### config.mk
export PLATFORM = sky130hd
export DESIGN_NAME = alarm_controller
export DESIGN_NICKNAME = d
export VERILOG_FILES = /design/src/rtl/alarm_controller.sv
export SDC_FILE = /design/constraint.sdc
export NUM_CORES = 1
export LEC_CHECK = 0
export BUFFER_PORTS_ARGS = -buffer_cell sky130_fd_sc_hd__buf_2
export CORE_ASPECT_RATIO = 0.8
export CORE_MARGIN = 3
export CORE_UTILIZATION = 35
export DETAILED_ROUTE_END_ITERATION = 16
export PLACE_DENSITY_LB_ADDON = 0.15
export SKIP_CTS_REPAIR_TIMING = 1
export SYNTH_ARGS = -nofsm -noshare
export SYNTH_HDL_FRONTEND = slang
export SYNTH_SLANG_ARGS = --single-unit
export TNS_END_PERCENT = 10
### constraint.sdc
create_clock -name clk -period 8.45 [get_ports clk]
set_clock_uncertainty 0.1 [all_clocks]
set_input_delay 1.69 -clock clk [delete_from_list [all_inputs] [get_ports clk]]
set_output_delay 1.69 -clock clk [all_outputs]
set_load 0.05 [all_outputs]
### src/rtl/alarm_controller.sv
// Alarm time register, display mux and DISARMED/ARMED/RINGING/SNOOZE sequencer with blinking LED.
// Define ALARM_SNOOZE_EN to build the snooze path (dismiss while ringing re-rings SNOOZE_MINUTES later).
module alarm_controller #(
  parameter int CLK_FREQ          = 100_000_000,
  parameter int BLINK_HZ          = 2,
  parameter int RING_SECONDS      = 60,
  parameter int SNOOZE_MINUTES    = 5,
  parameter int ALARM_RST_HOURS   = 7,
  parameter int ALARM_RST_MINUTES = 0
) (
  input  logic        clk,
  input  logic        rst,
  input  logic [23:0] time_number,
  input  logic        alarm_en,
  input  logic        set_mode,
  input  logic        adjust_minutes,
  input  logic        adjust_hours,
  input  logic        dismiss,
  output logic        timer_adjust_minutes,
  output logic        timer_adjust_hours,
  output logic [23:0] alarm_number,
  output logic [23:0] display_number,
  output logic        ringing,
  output logic        led
);

  localparam int HALF_RAW = CLK_FREQ / (2 * BLINK_HZ);
  localparam int HALF     = (HALF_RAW < 1) ? 1 : HALF_RAW;
  localparam int BW       = (HALF > 1) ? $clog2(HALF) : 1;
  localparam int RW       = (RING_SECONDS < 1) ? 1 : $clog2(RING_SECONDS + 1);

  localparam logic [BW-1:0] BLINK_LAST = BW'(HALF - 1);
  localparam logic [RW-1:0] RING_LAST  = RW'(RING_SECONDS);

  if (SNOOZE_MINUTES < 1 || SNOOZE_MINUTES > 59) begin : g_bad_snooze
    $error("alarm_controller: SNOOZE_MINUTES must be 1..59");
  end
  if (ALARM_RST_HOURS < 0 || ALARM_RST_HOURS > 23) begin : g_bad_rst_h
    $error("alarm_controller: ALARM_RST_HOURS must be 0..23");
  end
  if (ALARM_RST_MINUTES < 0 || ALARM_RST_MINUTES > 59) begin : g_bad_rst_m
    $error("alarm_controller: ALARM_RST_MINUTES must be 0..59");
  end

  typedef enum logic [1:0] {
    DISARMED = 2'd0,
    ARMED    = 2'd1,
    RINGING  = 2'd2,
    SNOOZE   = 2'd3
  } state_t;

  function automatic logic [5:0] inc_minute(input logic [5:0] m);
    return (m >= 6'd59) ? 6'd0 : m + 6'd1;
  endfunction

  function automatic logic [4:0] inc_hour(input logic [4:0] h);
    return (h >= 5'd23) ? 5'd0 : h + 5'd1;
  endfunction

  function automatic logic [23:0] pack_hm(input logic [4:0] h, input logic [5:0] m);
    return 24'(h) * 24'd10000 + 24'(m) * 24'd100;
  endfunction

  state_t          state, next;
  logic [4:0]      alarm_h;
  logic [5:0]      alarm_m;
  logic [23:0]     time_prev;
  logic [23:0]     target;
  logic            time_change;
  logic            match_edge;
  logic            ring_entry;
  logic [RW-1:0]   ring_cnt;
  logic [BW-1:0]   blink_cnt;

  assign timer_adjust_minutes = adjust_minutes & ~set_mode;
  assign timer_adjust_hours   = adjust_hours & ~set_mode;
  assign alarm_number         = pack_hm(alarm_h, alarm_m);
  assign display_number       = set_mode ? alarm_number : time_number;
  assign ringing              = (state == RINGING);

  // Alarm time register; adjusts accepted in every state while set_mode is high
  always_ff @(posedge clk or posedge rst) begin
    if (rst) begin
      alarm_h <= 5'(ALARM_RST_HOURS);
      alarm_m <= 6'(ALARM_RST_MINUTES);
    end else if (set_mode) begin
      if (adjust_minutes) alarm_m <= inc_minute(alarm_m);
      if (adjust_hours)   alarm_h <= inc_hour(alarm_h);
    end
  end

  always_ff @(posedge clk or posedge rst) begin
    if (rst) time_prev <= '0;
    else     time_prev <= time_number;
  end

  assign time_change = (time_number != time_prev);
  assign match_edge  = (time_number == target) && time_change;
  assign ring_entry  = (next == RINGING) && (state != RINGING);

`ifdef ALARM_SNOOZE_EN
  // match_time is held as hours/minutes; seconds are always 00 at a match
  logic [4:0]  match_h, snooze_h;
  logic [5:0]  match_m, snooze_m;
  logic [6:0]  min_sum;
  logic [23:0] snooze_number;

  always_comb begin
    min_sum = {1'b0, match_m} + 7'(SNOOZE_MINUTES);
    if (min_sum >= 7'd60) begin
      snooze_m = 6'(min_sum - 7'd60);
      snooze_h = inc_hour(match_h);
    end else begin
      snooze_m = min_sum[5:0];
      snooze_h = match_h;
    end
  end

  assign snooze_number = pack_hm(snooze_h, snooze_m);
  assign target        = (state == SNOOZE) ? snooze_number : alarm_number;

  always_ff @(posedge clk or posedge rst) begin
    if (rst) begin
      match_h <= '0;
      match_m <= '0;
    end else if (ring_entry) begin
      match_h <= (state == SNOOZE) ? snooze_h : alarm_h;
      match_m <= (state == SNOOZE) ? snooze_m : alarm_m;
    end
  end
`else
  assign target = alarm_number;
`endif

  always_ff @(posedge clk or posedge rst) begin
    if (rst) state <= DISARMED;
    else     state <= next;
  end

  // Disable beats everything; dismiss beats ring timeout
  always_comb begin
    next = state;
    if (!alarm_en) begin
      next = DISARMED;
    end else begin
      case (state)
        DISARMED: next = ARMED;
        ARMED:    if (match_edge) next = RINGING;
        RINGING: begin
          if (dismiss) begin
`ifdef ALARM_SNOOZE_EN
            next = SNOOZE;
`else
            next = ARMED;
`endif
          end else if (ring_cnt == RING_LAST) begin
            next = ARMED;
          end
        end
`ifdef ALARM_SNOOZE_EN
        SNOOZE: begin
          if (dismiss)         next = ARMED;
          else if (match_edge) next = RINGING;
        end
`endif
        default:  next = DISARMED;
      endcase
    end
  end

  // Ring duration and blink counters; led forced low whenever not ringing
  always_ff @(posedge clk or posedge rst) begin
    if (rst) begin
      ring_cnt  <= '0;
      blink_cnt <= '0;
      led       <= 1'b0;
    end else if (ring_entry) begin
      ring_cnt  <= '0;
      blink_cnt <= '0;
      led       <= 1'b1;
    end else if (state == RINGING && next == RINGING) begin
      if (time_change && ring_cnt != RING_LAST) ring_cnt <= ring_cnt + RW'(1);
      if (blink_cnt == BLINK_LAST) begin
        blink_cnt <= '0;
        led       <= ~led;
      end else begin
        blink_cnt <= blink_cnt + BW'(1);
      end
    end else begin
      blink_cnt <= '0;
      led       <= 1'b0;
    end
  end

endmodule

==> impl_results.md <==
- Status: complete, no violations
- GR Overflow Total: 0
- Vias: 4359
- Clock root buffer: clkbuf_16
- Die Ht: 119 um
- Commonest non-fill, non-tap cells in the layout: 75 x buf_2, 66 x dfrtp_1, 61 x ha_1, 48 x xnor2_1, 42 x nor2_1
- Slew margin rel.: 41.0%
- Tmin final: 7.03 ns
- Synthesis-stage register bit count: 69
- Main synth FF type: dfrtp_1
- Register area: 1730 um2
- CTS buffer count: 9
- Synthesis-to-layout area growth: 15.0%
- Width of the chip: 147 um
- Hold Crit Start: blink_cnt[0]$_DFF_PP0_
- Yosys Warn Count: 0
- Worst skew pair latency: 0.33 ns
- Worst Reg2Reg Path Length in Cells: 18
- Max frequency: 142 MHz
- Fraction of registers with async set/reset: 100%
- Final WL: 13100 um
- Initial Utilization: 36.3%
- Fin. Hold Viols: 0
- CP arrival: 5.24 ns
- Setup Crit Path Kind: reg -> out
- WL met3: 731 um
- Initial DRC Count: 213
- Avg Inst Size Synth: 9.43 um2
- Fraction of layout cells with a size suffix above 1: 18.4%
- TritonCTS clock tree: built
- Row count: 40
- R2R Path Start: alarm_m[0]$_DFFE_PP0P_
- Vias in the first global route: 4245
- Synth cell types: 67
- Total Routing Usage GR: 15.4%
- Ant. Diodes: 0
- Final Wtd Congestion: 0.848
- Reg2Reg Setup Slack: 2.93 ns
- Setup TNS: 0 ns
- Initial antenna violation count: 0
- Layout filler cell count: 1549
- Synth area leaders: dfrtp_1 30%, ha_1 14%, xnor2_1 7.6%, xor2_1 6.3%, nor2_1 2.8%
- Critical Path Source: alarm_m[0]$_DFFE_PP0P_
- RSZ-0062 raised after global routing: false
- Buffers added on ports: 75
- CTS H-Tree Depth: 3
- Crit Path Max Fanout: 12
- Worst slew pin tran: 0.885 ns
- DRC: 0
- Die area: 17500 um2
- Core area: 15300 um2
- Seq/Total Area, Yosys: 31.1%
- Routed length on met1: 6880 um
- TritonRoute pass-1 iters: 4
- CP required: 6.66 ns
- Commonest non-fill, non-tap cell in the layout: buf_2
- Final setup violation count: 0
- CTS Sinks: 69
- Post-synth top area cell: dfrtp_1
- Final period util: 83.2%
- Multi-input gate area: 3590 um2
- Final ANT Viol Nets: 0
- Max-Cap Viols: 0
- Synth Cell Area: 5570 um2
- Synth top area share: 29.7%
- CP Launch Type: flip-flop
- Crit path to: display_number[18]
- IO Pins: 83
- WL/cell: 15.0 um
- Largest net degree at the start of global routing: 70
- Post-Syn Instances: 590
- Post-DP HPWL: 10100 um
- Final slew viol count: 0
- Worst r2r dst: ring_cnt[0]$_DFFE_PP0P_
- CP Capture Type: primary output
- Routed vias/inst: 4.99
- Hold crit path type: reg -> reg
- Clk pin slew, worst setup/hold paths: 0.06 ns
- First-pass GRT wire length: 21900 um
- Metal2 WL: 5400 um
- Post-synth EDFFs: 0
- Clock buffer depth: 2
- Nets: 756
- DR top layer: met4
## metrics by stage
stage / cells / utilization [%] / hold WS (ns) / area (um2) / worst slack, ns
2_1_floorplan: 596 / - / 0.348 / 5590 / 1.66
3_3_place_gp: 857 / 39.8 / 0.373 / 6100 / 1.94
3_5_place_dp: 857 / 39.8 / 0.378 / 6100 / 1.76
4_1_cts: 873 / 41.8 / 0.386 / 6400 / 1.37
5_1_grt: 873 / 41.8 / 0.420 / 6400 / 0.924
6_report: 873 / 41.8 / 0.394 / 6400 / 1.42
## worst max-delay path: stages, from the launching register on
cell	delay, ns
dfrtp_1	0.48
ha_1	0.32
ha_1	0.30
ha_1	0.29
inv_1	0.06
fa_1	0.45
inv_1	0.07
a21oi_1	0.06
o21bai_1	0.19
xor2_1	0.10
ha_1	0.45
a21oi_1	0.32
nand2_1	0.18
o41ai_2	0.55
nor3_1	0.13
nand3_1	0.13
a21boi_0	0.43
a21oi_1	0.15
buf_2	0.25
## kinds of logic after synthesis
kind of cell / share of synthesized area, %
flip-flops: 31.1
AO/OA/AOI/OAI: 12.9
adder cells (fa/ha/maj): 15.9
XOR/XNOR: 15.1
multiplexers: 2.61
buffers and inverters: 4.79
AND/OR/NAND/NOR: 17.6
other: 0.0674
## area by class of cell
cell class | instances | share of cell area, %
multi-input combinational | 467 | 56.1
sequential | 69 | 27.0
timing repair buffer | 76 | 5.98
tap | 210 | 4.11
clock buffer | 9 | 3.52
inverter | 35 | 2.05
clock inverter | 7 | 1.15
## Yosys cell counts (4+ instances only)
| cell | n |
|---|---|
| a21o_1 | 11 |
| a21oi_1 | 24 |
| a31oi_1 | 4 |
| and3_1 | 9 |
| buf_4 | 9 |
| clkbuf_1 | 13 |
| dfrtp_1 | 66 |
| fa_1 | 6 |
| ha_1 | 61 |
| inv_1 | 35 |
| mux2_2 | 12 |
| nand2_1 | 38 |
| nand3_1 | 17 |
| nand4_1 | 13 |
| nor2_1 | 42 |
| nor2b_1 | 17 |
| nor3_1 | 11 |
| nor4_1 | 7 |
| o211ai_1 | 4 |
| o21ai_0 | 27 |
| o31ai_1 | 4 |
| or2_2 | 5 |
| or3_1 | 6 |
| xnor2_1 | 48 |
| xor2_1 | 40 |
## worst min-delay path by stage
stage               cells past startpoint                      to  slack (ns)
floorplan                               1  blink_cnt[0]$_DFF_PP0_        0.35
global placement                        1  blink_cnt[0]$_DFF_PP0_        0.37
detailed placement                      1  blink_cnt[0]$_DFF_PP0_        0.38
CTS                                     1  blink_cnt[0]$_DFF_PP0_        0.39
global route                            1  blink_cnt[0]$_DFF_PP0_        0.42
finish                                  1  blink_cnt[0]$_DFF_PP0_        0.39
## flip-flops by register name, summed over array words and instances (netlist names)
register	cells
blink_cnt	25
time_prev	24
alarm_m	6
ring_cnt	6
alarm_h	5
state	2
led	1
## metal layers
layer	global-route usage [%]	vias up
li1	-	2184
met1	22.6	2063
met2	22.7	105
met3	3.95	7
met4	3.20	0
met5	0	-
Power is not shown: default switching activity piles up to over one toggle a cycle in this logic, so the estimate is an artifact.
